## src/rtl/hps_drv_pkg.sv

```systemverilog
// Shared constants for the HPS lightweight-bridge register slave:
// register offsets, STATUS bit positions and the block version word.
package hps_drv_pkg;

    localparam logic [31:0] VERSION = 32'h0002_0000;

    localparam int unsigned OFF_ID       = 32'h00;
    localparam int unsigned OFF_TX_DATA  = 32'h04;
    localparam int unsigned OFF_CTRL     = 32'h08;
    localparam int unsigned OFF_STATUS   = 32'h0C;
    localparam int unsigned OFF_RX_SEL   = 32'h10;
    localparam int unsigned OFF_RX_SIZE  = 32'h14;
    localparam int unsigned OFF_RX_DATA  = 32'h18;
    localparam int unsigned OFF_IRQ_STAT = 32'h1C;
    localparam int unsigned OFF_IRQ_MASK = 32'h20;
    localparam int unsigned OFF_RX_THR   = 32'h24;
    localparam int unsigned OFF_CMP_THR  = 32'h28;
    localparam int unsigned OFF_GUARD    = 32'h2C;
    localparam int unsigned OFF_MEM_ADDR = 32'h30;
    localparam int unsigned OFF_END_ADDR = 32'h34;
    localparam int unsigned OFF_TSTAMP   = 32'h38;

    localparam int STAT_TX_READY = 0;
    localparam int STAT_TX_OVF   = 1;
    localparam int STAT_RX_UNF   = 2;

    // A single channel still needs a one-bit select register.
    function automatic int ch_width(input int n);
        return (n > 1) ? $clog2(n) : 1;
    endfunction

endpackage

```

## src/rtl/hps_irq_ctrl.sv

```systemverilog
// Sticky interrupt status with write-one-to-clear, enable mask and a
// registered level interrupt; a new event beats a clear in the same cycle.
module hps_irq_ctrl #(
    parameter int IRQ_W = 8
) (
    input  logic             clk,
    input  logic             reset_n,
    input  logic [IRQ_W-1:0] irq_src,
    input  logic             mask_we,
    input  logic             clr_we,
    input  logic [IRQ_W-1:0] wdata,
    output logic [IRQ_W-1:0] status,
    output logic [IRQ_W-1:0] mask,
    output logic             irq
);

    logic [IRQ_W-1:0] clr_bits;

    assign clr_bits = clr_we ? wdata : '0;

    always_ff @(posedge clk or negedge reset_n) begin
        if (!reset_n) begin
            status <= '0;
            mask   <= '0;
            irq    <= 1'b0;
        end else begin
            status <= (status & ~clr_bits) | irq_src;
            if (mask_we) begin
                mask <= wdata;
            end
            irq <= |(status & mask);
        end
    end

endmodule

```

## src/rtl/hps_mm_bridge.sv

```systemverilog
// Avalon-MM slave linking the HPS lightweight bridge to the modem datapath.
// Define HPS_DRV_TSTAMP_EN to add the irq-rise cycle timestamp (TSTAMP, ID bit31).
module hps_mm_bridge
    import hps_drv_pkg::*;
#(
    parameter int          ADDR_W      = 8,
    parameter int          FIFO_W      = 8,
    parameter int          N_CH        = 4,
    parameter int          IRQ_W       = 8,
    parameter logic [31:0] RX_THR_RST  = 32'd600,
    parameter logic [31:0] CMP_THR_RST = 32'd6
) (
    input  logic                   clk,
    input  logic                   reset_n,
    input  logic [ADDR_W-1:0]      address,
    input  logic                   chipselect,
    input  logic                   read_en,
    input  logic                   write_en,
    input  logic [31:0]            writedata,
    output logic [31:0]            readdata,
    output logic [FIFO_W-1:0]      tx_data,
    output logic                   tx_wren,
    input  logic                   tx_ready,
    output logic                   start_tx,
    output logic                   navig_start,
    input  logic [N_CH*FIFO_W-1:0] rx_data,
    input  logic [N_CH*8-1:0]      rx_size,
    output logic [N_CH-1:0]        rx_rden,
    input  logic [IRQ_W-1:0]       irq_src,
    output logic                   irq,
    output logic [31:0]            rx_threshold,
    output logic [31:0]            comp_threshold,
    output logic [31:0]            guard_interval,
    output logic [31:0]            mem_addr,
    input  logic [31:0]            end_address
);

    localparam int CH_W = ch_width(N_CH);

    logic              wr, rd;
    logic [CH_W-1:0]   rx_sel, sel_w, sel_clamped;
    logic [FIFO_W-1:0] heads [N_CH];
    logic [7:0]        sizes [N_CH];
    logic [FIFO_W-1:0] sel_head;
    logic [7:0]        sel_size;
    logic              tx_ovf, rx_unf;
    logic              tx_ovf_set, tx_ovf_clr, rx_unf_set, rx_unf_clr, pop;
    logic              irq_mask_we, irq_clr_we;
    logic [IRQ_W-1:0]  irq_status, irq_mask;
    logic [31:0]       rd_val, id_word, tstamp_rd;

    // A simultaneous write drops the read, so the read qualifier excludes write_en.
    assign wr = chipselect & write_en;
    assign rd = chipselect & read_en & ~write_en;

    always_comb begin
        for (int i = 0; i < N_CH; i++) begin
            heads[i] = rx_data[i*FIFO_W +: FIFO_W];
            sizes[i] = rx_size[i*8 +: 8];
        end
    end

    assign sel_head    = heads[rx_sel];
    assign sel_size    = sizes[rx_sel];
    assign sel_w       = writedata[CH_W-1:0];
    assign sel_clamped = (int'(sel_w) >= N_CH) ? CH_W'(N_CH - 1) : sel_w;

    assign tx_ovf_set  = wr && (address == ADDR_W'(OFF_TX_DATA)) && !tx_ready;
    assign tx_ovf_clr  = wr && (address == ADDR_W'(OFF_STATUS)) && writedata[STAT_TX_OVF];
    assign rx_unf_clr  = wr && (address == ADDR_W'(OFF_STATUS)) && writedata[STAT_RX_UNF];
    assign irq_mask_we = wr && (address == ADDR_W'(OFF_IRQ_MASK));
    assign irq_clr_we  = wr && (address == ADDR_W'(OFF_IRQ_STAT));

    always_comb begin
        rd_val     = '0;
        pop        = 1'b0;
        rx_unf_set = 1'b0;
        case (address)
            ADDR_W'(OFF_ID):       rd_val = id_word;
            ADDR_W'(OFF_STATUS):   rd_val = 32'({rx_unf, tx_ovf, tx_ready});
            ADDR_W'(OFF_RX_SEL):   rd_val = 32'(rx_sel);
            ADDR_W'(OFF_RX_SIZE):  rd_val = 32'(sel_size);
            ADDR_W'(OFF_RX_DATA): begin
                if (sel_size != 8'd0) begin
                    rd_val = 32'(sel_head);
                    pop    = rd;
                end else begin
                    rx_unf_set = rd;
                end
            end
            ADDR_W'(OFF_IRQ_STAT): rd_val = 32'(irq_status);
            ADDR_W'(OFF_IRQ_MASK): rd_val = 32'(irq_mask);
            ADDR_W'(OFF_RX_THR):   rd_val = rx_threshold;
            ADDR_W'(OFF_CMP_THR):  rd_val = comp_threshold;
            ADDR_W'(OFF_GUARD):    rd_val = guard_interval;
            ADDR_W'(OFF_MEM_ADDR): rd_val = mem_addr;
            ADDR_W'(OFF_END_ADDR): rd_val = end_address;
            ADDR_W'(OFF_TSTAMP):   rd_val = tstamp_rd;
            default:               rd_val = '0;
        endcase
    end

    // Strobes default low every cycle so each access yields exactly one pulse.
    always_ff @(posedge clk or negedge reset_n) begin
        if (!reset_n) begin
            readdata       <= '0;
            tx_data        <= '0;
            tx_wren        <= 1'b0;
            start_tx       <= 1'b0;
            navig_start    <= 1'b0;
            rx_rden        <= '0;
            tx_ovf         <= 1'b0;
            rx_unf         <= 1'b0;
            rx_sel         <= '0;
            rx_threshold   <= RX_THR_RST;
            comp_threshold <= CMP_THR_RST;
            guard_interval <= '0;
            mem_addr       <= '0;
        end else begin
            tx_wren     <= 1'b0;
            start_tx    <= 1'b0;
            navig_start <= 1'b0;
            rx_rden     <= '0;
            if (rd) begin
                readdata <= rd_val;
            end
            if (pop) begin
                rx_rden <= N_CH'(1) << rx_sel;
            end
            tx_ovf <= tx_ovf_set | (tx_ovf & ~tx_ovf_clr);
            rx_unf <= rx_unf_set | (rx_unf & ~rx_unf_clr);
            if (wr) begin
                case (address)
                    ADDR_W'(OFF_TX_DATA): begin
                        if (tx_ready) begin
                            tx_wren <= 1'b1;
                            tx_data <= writedata[FIFO_W-1:0];
                        end
                    end
                    ADDR_W'(OFF_CTRL): begin
                        start_tx    <= writedata[0];
                        navig_start <= writedata[1];
                    end
                    ADDR_W'(OFF_RX_SEL):   rx_sel         <= sel_clamped;
                    ADDR_W'(OFF_RX_THR):   rx_threshold   <= writedata;
                    ADDR_W'(OFF_CMP_THR):  comp_threshold <= writedata;
                    ADDR_W'(OFF_GUARD):    guard_interval <= writedata;
                    ADDR_W'(OFF_MEM_ADDR): mem_addr       <= writedata;
                    default: ;
                endcase
            end
        end
    end

    hps_irq_ctrl #(
        .IRQ_W(IRQ_W)
    ) u_irq_ctrl (
        .clk     (clk),
        .reset_n (reset_n),
        .irq_src (irq_src),
        .mask_we (irq_mask_we),
        .clr_we  (irq_clr_we),
        .wdata   (writedata[IRQ_W-1:0]),
        .status  (irq_status),
        .mask    (irq_mask),
        .irq     (irq)
    );

`ifdef HPS_DRV_TSTAMP_EN
    logic [31:0] cycle_cnt;
    logic [31:0] tstamp;
    logic        irq_q;

    // The snapshot is the counter value during the first cycle irq is high.
    always_ff @(posedge clk or negedge reset_n) begin
        if (!reset_n) begin
            cycle_cnt <= '0;
            tstamp    <= '0;
            irq_q     <= 1'b0;
        end else begin
            cycle_cnt <= cycle_cnt + 32'd1;
            irq_q     <= irq;
            if (irq && !irq_q) begin
                tstamp <= cycle_cnt;
            end
        end
    end

    assign tstamp_rd = tstamp;
    assign id_word   = {1'b1, VERSION[30:0]};
`else
    assign tstamp_rd = '0;
    assign id_word   = {1'b0, VERSION[30:0]};
`endif

endmodule

```

## config.mk

```make
export PLATFORM = sky130hd
export DESIGN_NAME = hps_mm_bridge
export DESIGN_NICKNAME = d
export VERILOG_FILES = /design/src/rtl/hps_drv_pkg.sv /design/src/rtl/hps_irq_ctrl.sv /design/src/rtl/hps_mm_bridge.sv
export SDC_FILE = /design/constraint.sdc
export NUM_CORES = 1
export LEC_CHECK = 0
export CORE_MARGIN = 3
export CORE_UTILIZATION = 40
export DETAILED_ROUTE_END_ITERATION = 10
export GPL_ROUTABILITY_DRIVEN = 0
export PLACE_DENSITY = 0.77
export SLEW_MARGIN = 10
export SYNTH_ARGS = -nofsm -noshare
export SYNTH_HDL_FRONTEND = slang
export SYNTH_SLANG_ARGS = --single-unit
```

## constraint.sdc

```tcl
create_clock -name clk -period 2 [get_ports clk]
set_input_delay 0.2 -clock clk [delete_from_list [all_inputs] [get_ports clk]]
set_output_delay 0.2 -clock clk [all_outputs]
set_load 0.05 [all_outputs]
```

==> qor.txt <==
maximum VDD drop -> 0.615 mV
post-synth top area share -> 0.520
post-route setup TNS -> 0 ns
Non-Filler Instances -> 1353
Starting Density -> 0.413
Hold Slack -> 0.260 ns
Layout area overhead -> 53.6%
Detail Route Antenna Nets -> 0
Synth area leaders -> dfrtp_1 52%, mux2_2 17%, mux4_2 4.9%
H-tree levels -> 4
largest net degree at the start of global routing -> 71
worst path cell trace -> buf_12 > mux4_2 > nor4_4 > and2_1 > nor4b_1 > a211o_1
Reg area -> 4910 sq um
Total Power -> 9.33 mW
most common cell after layout, fill and taps aside -> clkdlybuf4s50_1
cell area after synthesis -> 9150 sq um
number of port buffers -> 325
Post-Syn Nets -> 824
Static Leakage -> 6.11 nW
GRT Total Usage -> 0.263
final-report max-slew violation count -> 0
Root Buffer Master -> clkbuf_16
vias in the first global route -> 8111
area of the core -> 22200 sq um
fmax -> 0.509 GHz
count of final setup violators -> 0
iteration count of the initial detailed-routing pass -> 5
Die Span Y -> 157 um
Post-DP HPWL -> 24300 um
final worst slack -> 0.0345 ns
max-cap violations -> 0
Worst-Skew Late Latency -> 0.43 ns
Power Dens Cells -> 664 nW/um^2
fin area -> 14000 sq um
Post-Place Cells -> 1315
clock skew -> 0.0251 ns
number of enable flip-flop cells after synthesis -> 0
post-synthesis cell count -> 674
area occupied by multi-input gates -> 4050 sq um
relative slew slack -> 0.611
routed via count -> 7818
Cell Rows -> 54
status -> finished clean
Final Critical Period -> 1.97 ns
io pins -> 326
clk slew on worst S/H paths -> 0.08 ns
Ant. Diodes -> 0
Yosys top cell by area -> dfrtp_1
GRT overflow -> 0
Bufs on Longest Clock Path -> 2
WP data required -> 2.31 ns
most frequent cells in the layout -> 316 x clkdlybuf4s50_1, 189 x dfrtp_1, 136 x mux2_2, 76 x buf_4, 33 x a22oi_1
CTS tree -> built
fin util -> 0.634
WL/cell -> 24.2 um
die area -> 24700 sq um
Crit. End Element -> register
syn_area_per_cell -> 13.6 sq um
first-pass GRT wire length -> 49100 um
initial antenna violation count -> 1
dpl cell area -> 13300 sq um
drt drc -> 0
Fill cells -> 1731
Hold Crit Class -> in2async
measured slew at the worst slew-check pin -> 0.582 ns
Via density -> 5.78
CP Class -> reg2reg
final worst-path cycle share -> 0.983
CP arrival -> 2.27 ns
pre-CTS setup slack -> -0.427 ns
Post-synth top flop -> dfrtp_1
nets -> 1210
Yosys reg bits -> 196
CTS sink count -> 196
share of cells above drive strength 1 -> 0.303
Ys Warns -> 0
CP max-delay cell -> mux4_2
CP Launch Type -> register
Worst Path Max Fanout -> 5
starting DRC count in detailed routing -> 654
async set-reset flop share out of synthesis -> 1.00
delay of the slowest critical-path stage -> 0.56 ns
Fin. Hold Viols -> 0
Chip Width -> 157 um
Netlist cell types -> 58
cts bufs inserted -> 17
RSZ-0062 raised after global routing -> yes
routed wire length -> 32800 um
post-synthesis sequential area ratio -> 0.537
path summary, 6_finish.rpt:
path,startpoint,end,slack [ns],cells after the start
setup / recovery,rx_sel[0],readdata[4],0.03,6
hold / removal,reset_n,tx_wren,0.26,2
setup reg to reg,rx_sel[0],readdata[4],0.03,6
hold reg to reg,readdata[21],readdata[21],0.48,1
max in group asynchronous,reset_n,rx_threshold[9],0.97,3
min in group clk,irq_src[2],u_irq_ctrl.status[2],0.34,2
report_power, final:
part           total (mW)  internal (mW)  switching [mW]  leakage (nW)
Combinational        1.68          0.729           0.953          3.20
Sequential           4.22           4.11           0.114          2.62
Clock                3.43           1.72            1.71         0.293
metal layers:
metal  vias up  wire, um  global-route usage
li1       3377         -                   -
met1      3926     12600               0.323
met4         2       969              0.0884
met2       461     15700               0.438
met3        52      3500              0.0869
met5         -        17                   0
kinds of logic after synthesis:
family | after synthesis | synth area share
buf+inv | 51 | 0.0308
mux | 176 | 0.244
xor+xnor | 1 | 0.000958
simple gates | 122 | 0.0766
compound gates | 128 | 0.111
flops | 196 | 0.537
final cells by class:
cell class / instances / share of cell area
clock buffer: 18 / 0.0313
multi-input combinational: 427 / 0.288
tap: 280 / 0.0249
sequential: 196 / 0.350
timing repair buffer: 417 / 0.294
inverter: 1 / 0.000267
clock inverter: 14 / 0.0111
critical path: cells and delay by family, from the launching register on:
family	cells	cell delay, ns
flops	1	0.38
simple gates	3	0.58
buf+inv	1	0.12
compound gates	1	0.23
mux	1	0.56
flip-flops by register name (all words and copies together), names as in the netlist:
signal             count
guard_interval        32
u_irq_ctrl.irq         1
rx_rden                4
rx_sel                 2
tx_ovf                 1
comp_threshold        32
tx_data                8
u_irq_ctrl.mask        8
u_irq_ctrl.status      8
rx_unf                 1
rx_threshold          32
start_tx               1
readdata              32
tx_wren                1
navig_start            1
mem_addr              32
cells in the mapped netlist (4+ instances only):
cell type  count
nor2b_1        4
mux2_2       136
dfstp_2        6
dfrtp_1      190
a222oi_1      24
mux2_1         7
mux4_2        20
buf_2         16
a21oi_1        6
a21o_1        12
nor4_1         4
buf_4          8
nand2_1       38
nand3_1        8
buf_6          5
a31oi_1       21
mux2_4         8
and3_1         7
a22oi_1       33
clkbuf_1      17
nor2_1        28
a22o_1         7
and2_1         5
mux2i_1        5
nor4b_2        4
a32oi_1       12
what timing repair did:
item	CTS	global route
pin swaps	0	3
endpoints found under the setup margin	17	35
buffers inserted	3	2
cloned	0	1
hold buffers	1	0
resized for setup	8	18
endpoints found under the hold margin	37	0
No activity file was read; power rests on OpenSTA's default activity.
==> patch, RTL diff (same flow settings) <==
`IRQ_W` is set to 8 in 2 places; all go to 9.
--- a/src/rtl/hps_irq_ctrl.sv
+++ b/src/rtl/hps_irq_ctrl.sv
@@ -2,5 +2,5 @@
 // registered level interrupt; a new event beats a clear in the same cycle.
 module hps_irq_ctrl #(
-    parameter int IRQ_W = 8
+    parameter int IRQ_W = 9
 ) (
     input  logic             clk,
--- a/src/rtl/hps_mm_bridge.sv
+++ b/src/rtl/hps_mm_bridge.sv
@@ -7,5 +7,5 @@
     parameter int          FIFO_W      = 8,
     parameter int          N_CH        = 4,
-    parameter int          IRQ_W       = 8,
+    parameter int          IRQ_W       = 9,
     parameter logic [31:0] RX_THR_RST  = 32'd600,
     parameter logic [31:0] CMP_THR_RST = 32'd6
Ports: changed (resized irq_src); port bits go from 326 to 327. No check against the original RTL was run, so the function may have changed too.
==> patch against the original RTL <==
- the flow now finishes with violations (negative setup slack)
- total power is 2.1% higher
- worst setup slack worse by 0.30 ns
- final cell count increased by 2.4%
- count of clock-buffer cells in the layout up 1
- synthesized area is 1.7% higher
- largest power group unchanged
- wire length increased by 0.31%
- design area increased by 0.75%
- clock skew down 0.015 ns
- critical path depth down 1
- sequential cell count grew 2
==> patch: results (changes against the original RTL) <==
* Failing checks: negative setup slack
* Final TNS setup at -2.64 ns (-2.64 ns)
* Library cells used by synthesis at 54 (-6.9%)
* Worst clock skew at 0.00990 ns (-0.0152 ns)
* Share of cells above drive strength 1 at 29.0% (-1.3 points)
* Xor/xnor share of the synthesized area at 0.0941% (-0.0016 points)
* ClkCell Share at 4.22% (-0.023 points)
* Vias in the first global route at 7929 (-2.2%)
* Clkbuf count at 19 (+1)
* Initial DRC count at 688 (+5.2%)
* Status: complete, but fails checks
* Combinational power at 1.78 mW (+6%)
* Seq area share at 35.1% (+0.094 points)
* Repair and plain buffers at 411 (-1.4%)
* Via/cell ratio at 5.69 (-1.5%)
* Final net count at 1209 (-0.083%)
* Sequential fraction of the synthesis area at 53.3% (-0.36 points)
* Seq pwr at 4.28 mW (+1%)
* 1st-pass router iterations at 6 (+1)
* Largest net degree at the start of global routing at 60 (-15%)
* Drt wl/cell at 23.7 microns (-2.1%)
* Top post-synthesis cells by area: dfrtp_1, mux2_2, mux4_2
* Fill count at 1800 (+4.0%)
* Final WS setup at -0.261 ns (-0.295 ns)
* Non-Clock Buffer Area Fraction at 28.7% (-0.72 points)
* Mux share of post-synthesis cell area at 24.3% (-0.057 points)
* Ant diodes at 2 (+2)
* Peak supply drop at 0.478 mV (-22%)
* First-pass GRT wire length at 48.2 mm (-1.6%)
* Inverters at 1 (unchanged)
* GRT met3 Usage at 5.22% (-3.5 points)
* Reg2reg end: readdata[7]
* Post-CTS sizing at 13 (+5)
* Worst R2R Start: rx_sel[0]
* Max incr delay on CP at 0.59 ns (+0.03 ns)
* Min Hold Slack at 0.261 ns (+0.000813 ns)
* Reg2Reg Depth at 5 (-1)
* Crit path max fanout at 6 (+1)
* # setup viols final at 13 (+13)
* GR Util met2 at 40.4% (-3.4 points)
* Comb_multi_in at 429 (+0.47%)
* Syn_nets at 838 (+1.7%)
* Max_slew headroom at 58.1% (-3.0 points)
* Leakage at 6.02 nW (-1.4%)
* GRT Util Overall at 25.5% (-0.82 points)
* Critical Path AT at 2.56 ns (+0.29 ns)
* FFs & Latches at 198 (+1.0%)
* Met1 Track Usage GR at 34.9% (+2.6 points)
* Post-synthesis compound-gate area fraction at 12.3% (+1.2 points)
* Fraction of area in multi-input gates at 29.2% (+0.34 points)
* Final HPWL DP at 23.5 mm (-3.2%)
* P_sw at 2.88 mW (+3.6%)
* Port-buffer cells at 326 (+0.31%)
==> patch: cell types whose count changed in the layout (fill, tap and decap cells not counted), sizes merged, moves of 5 or more <==
cell | before | now
buf | 93 | 86
a32oi | 12 | 3
a22oi | 33 | 27
nand2 | 38 | 26
a22o | 7 | 18
o211ai | 0 | 8
a32o | 1 | 6
a221oi | 0 | 5
==> patch: stage by stage <==
| stage | cells | setup slack, ns | instance area (sq um) | util [%] | power [mW] |
|---|---|---|---|---|---|
| final | 1386 | -0.261 | 14200 | 62.1 | 9.53 |
| after global routing | 1385 | -0.325 | 14200 | 62.1 | 9.86 |
| after CTS | 1383 | -0.245 | 14100 | 61.9 | 9.58 |
| after detailed placement | 1345 | -0.406 | 13400 | 59.0 | 6.11 |
| after global placement | 1345 | -0.380 | 13400 | 59.0 | 6.09 |
| after floorplan | 687 | -0.134 | 9300 | - | 5.18 |
==> patch: per-layer routing <==
metal,share of wire (%),wire length [microns]
met1,42,13700
met2,49,16000
met3,7.2,2370
met4,2.6,856
met5,0,0
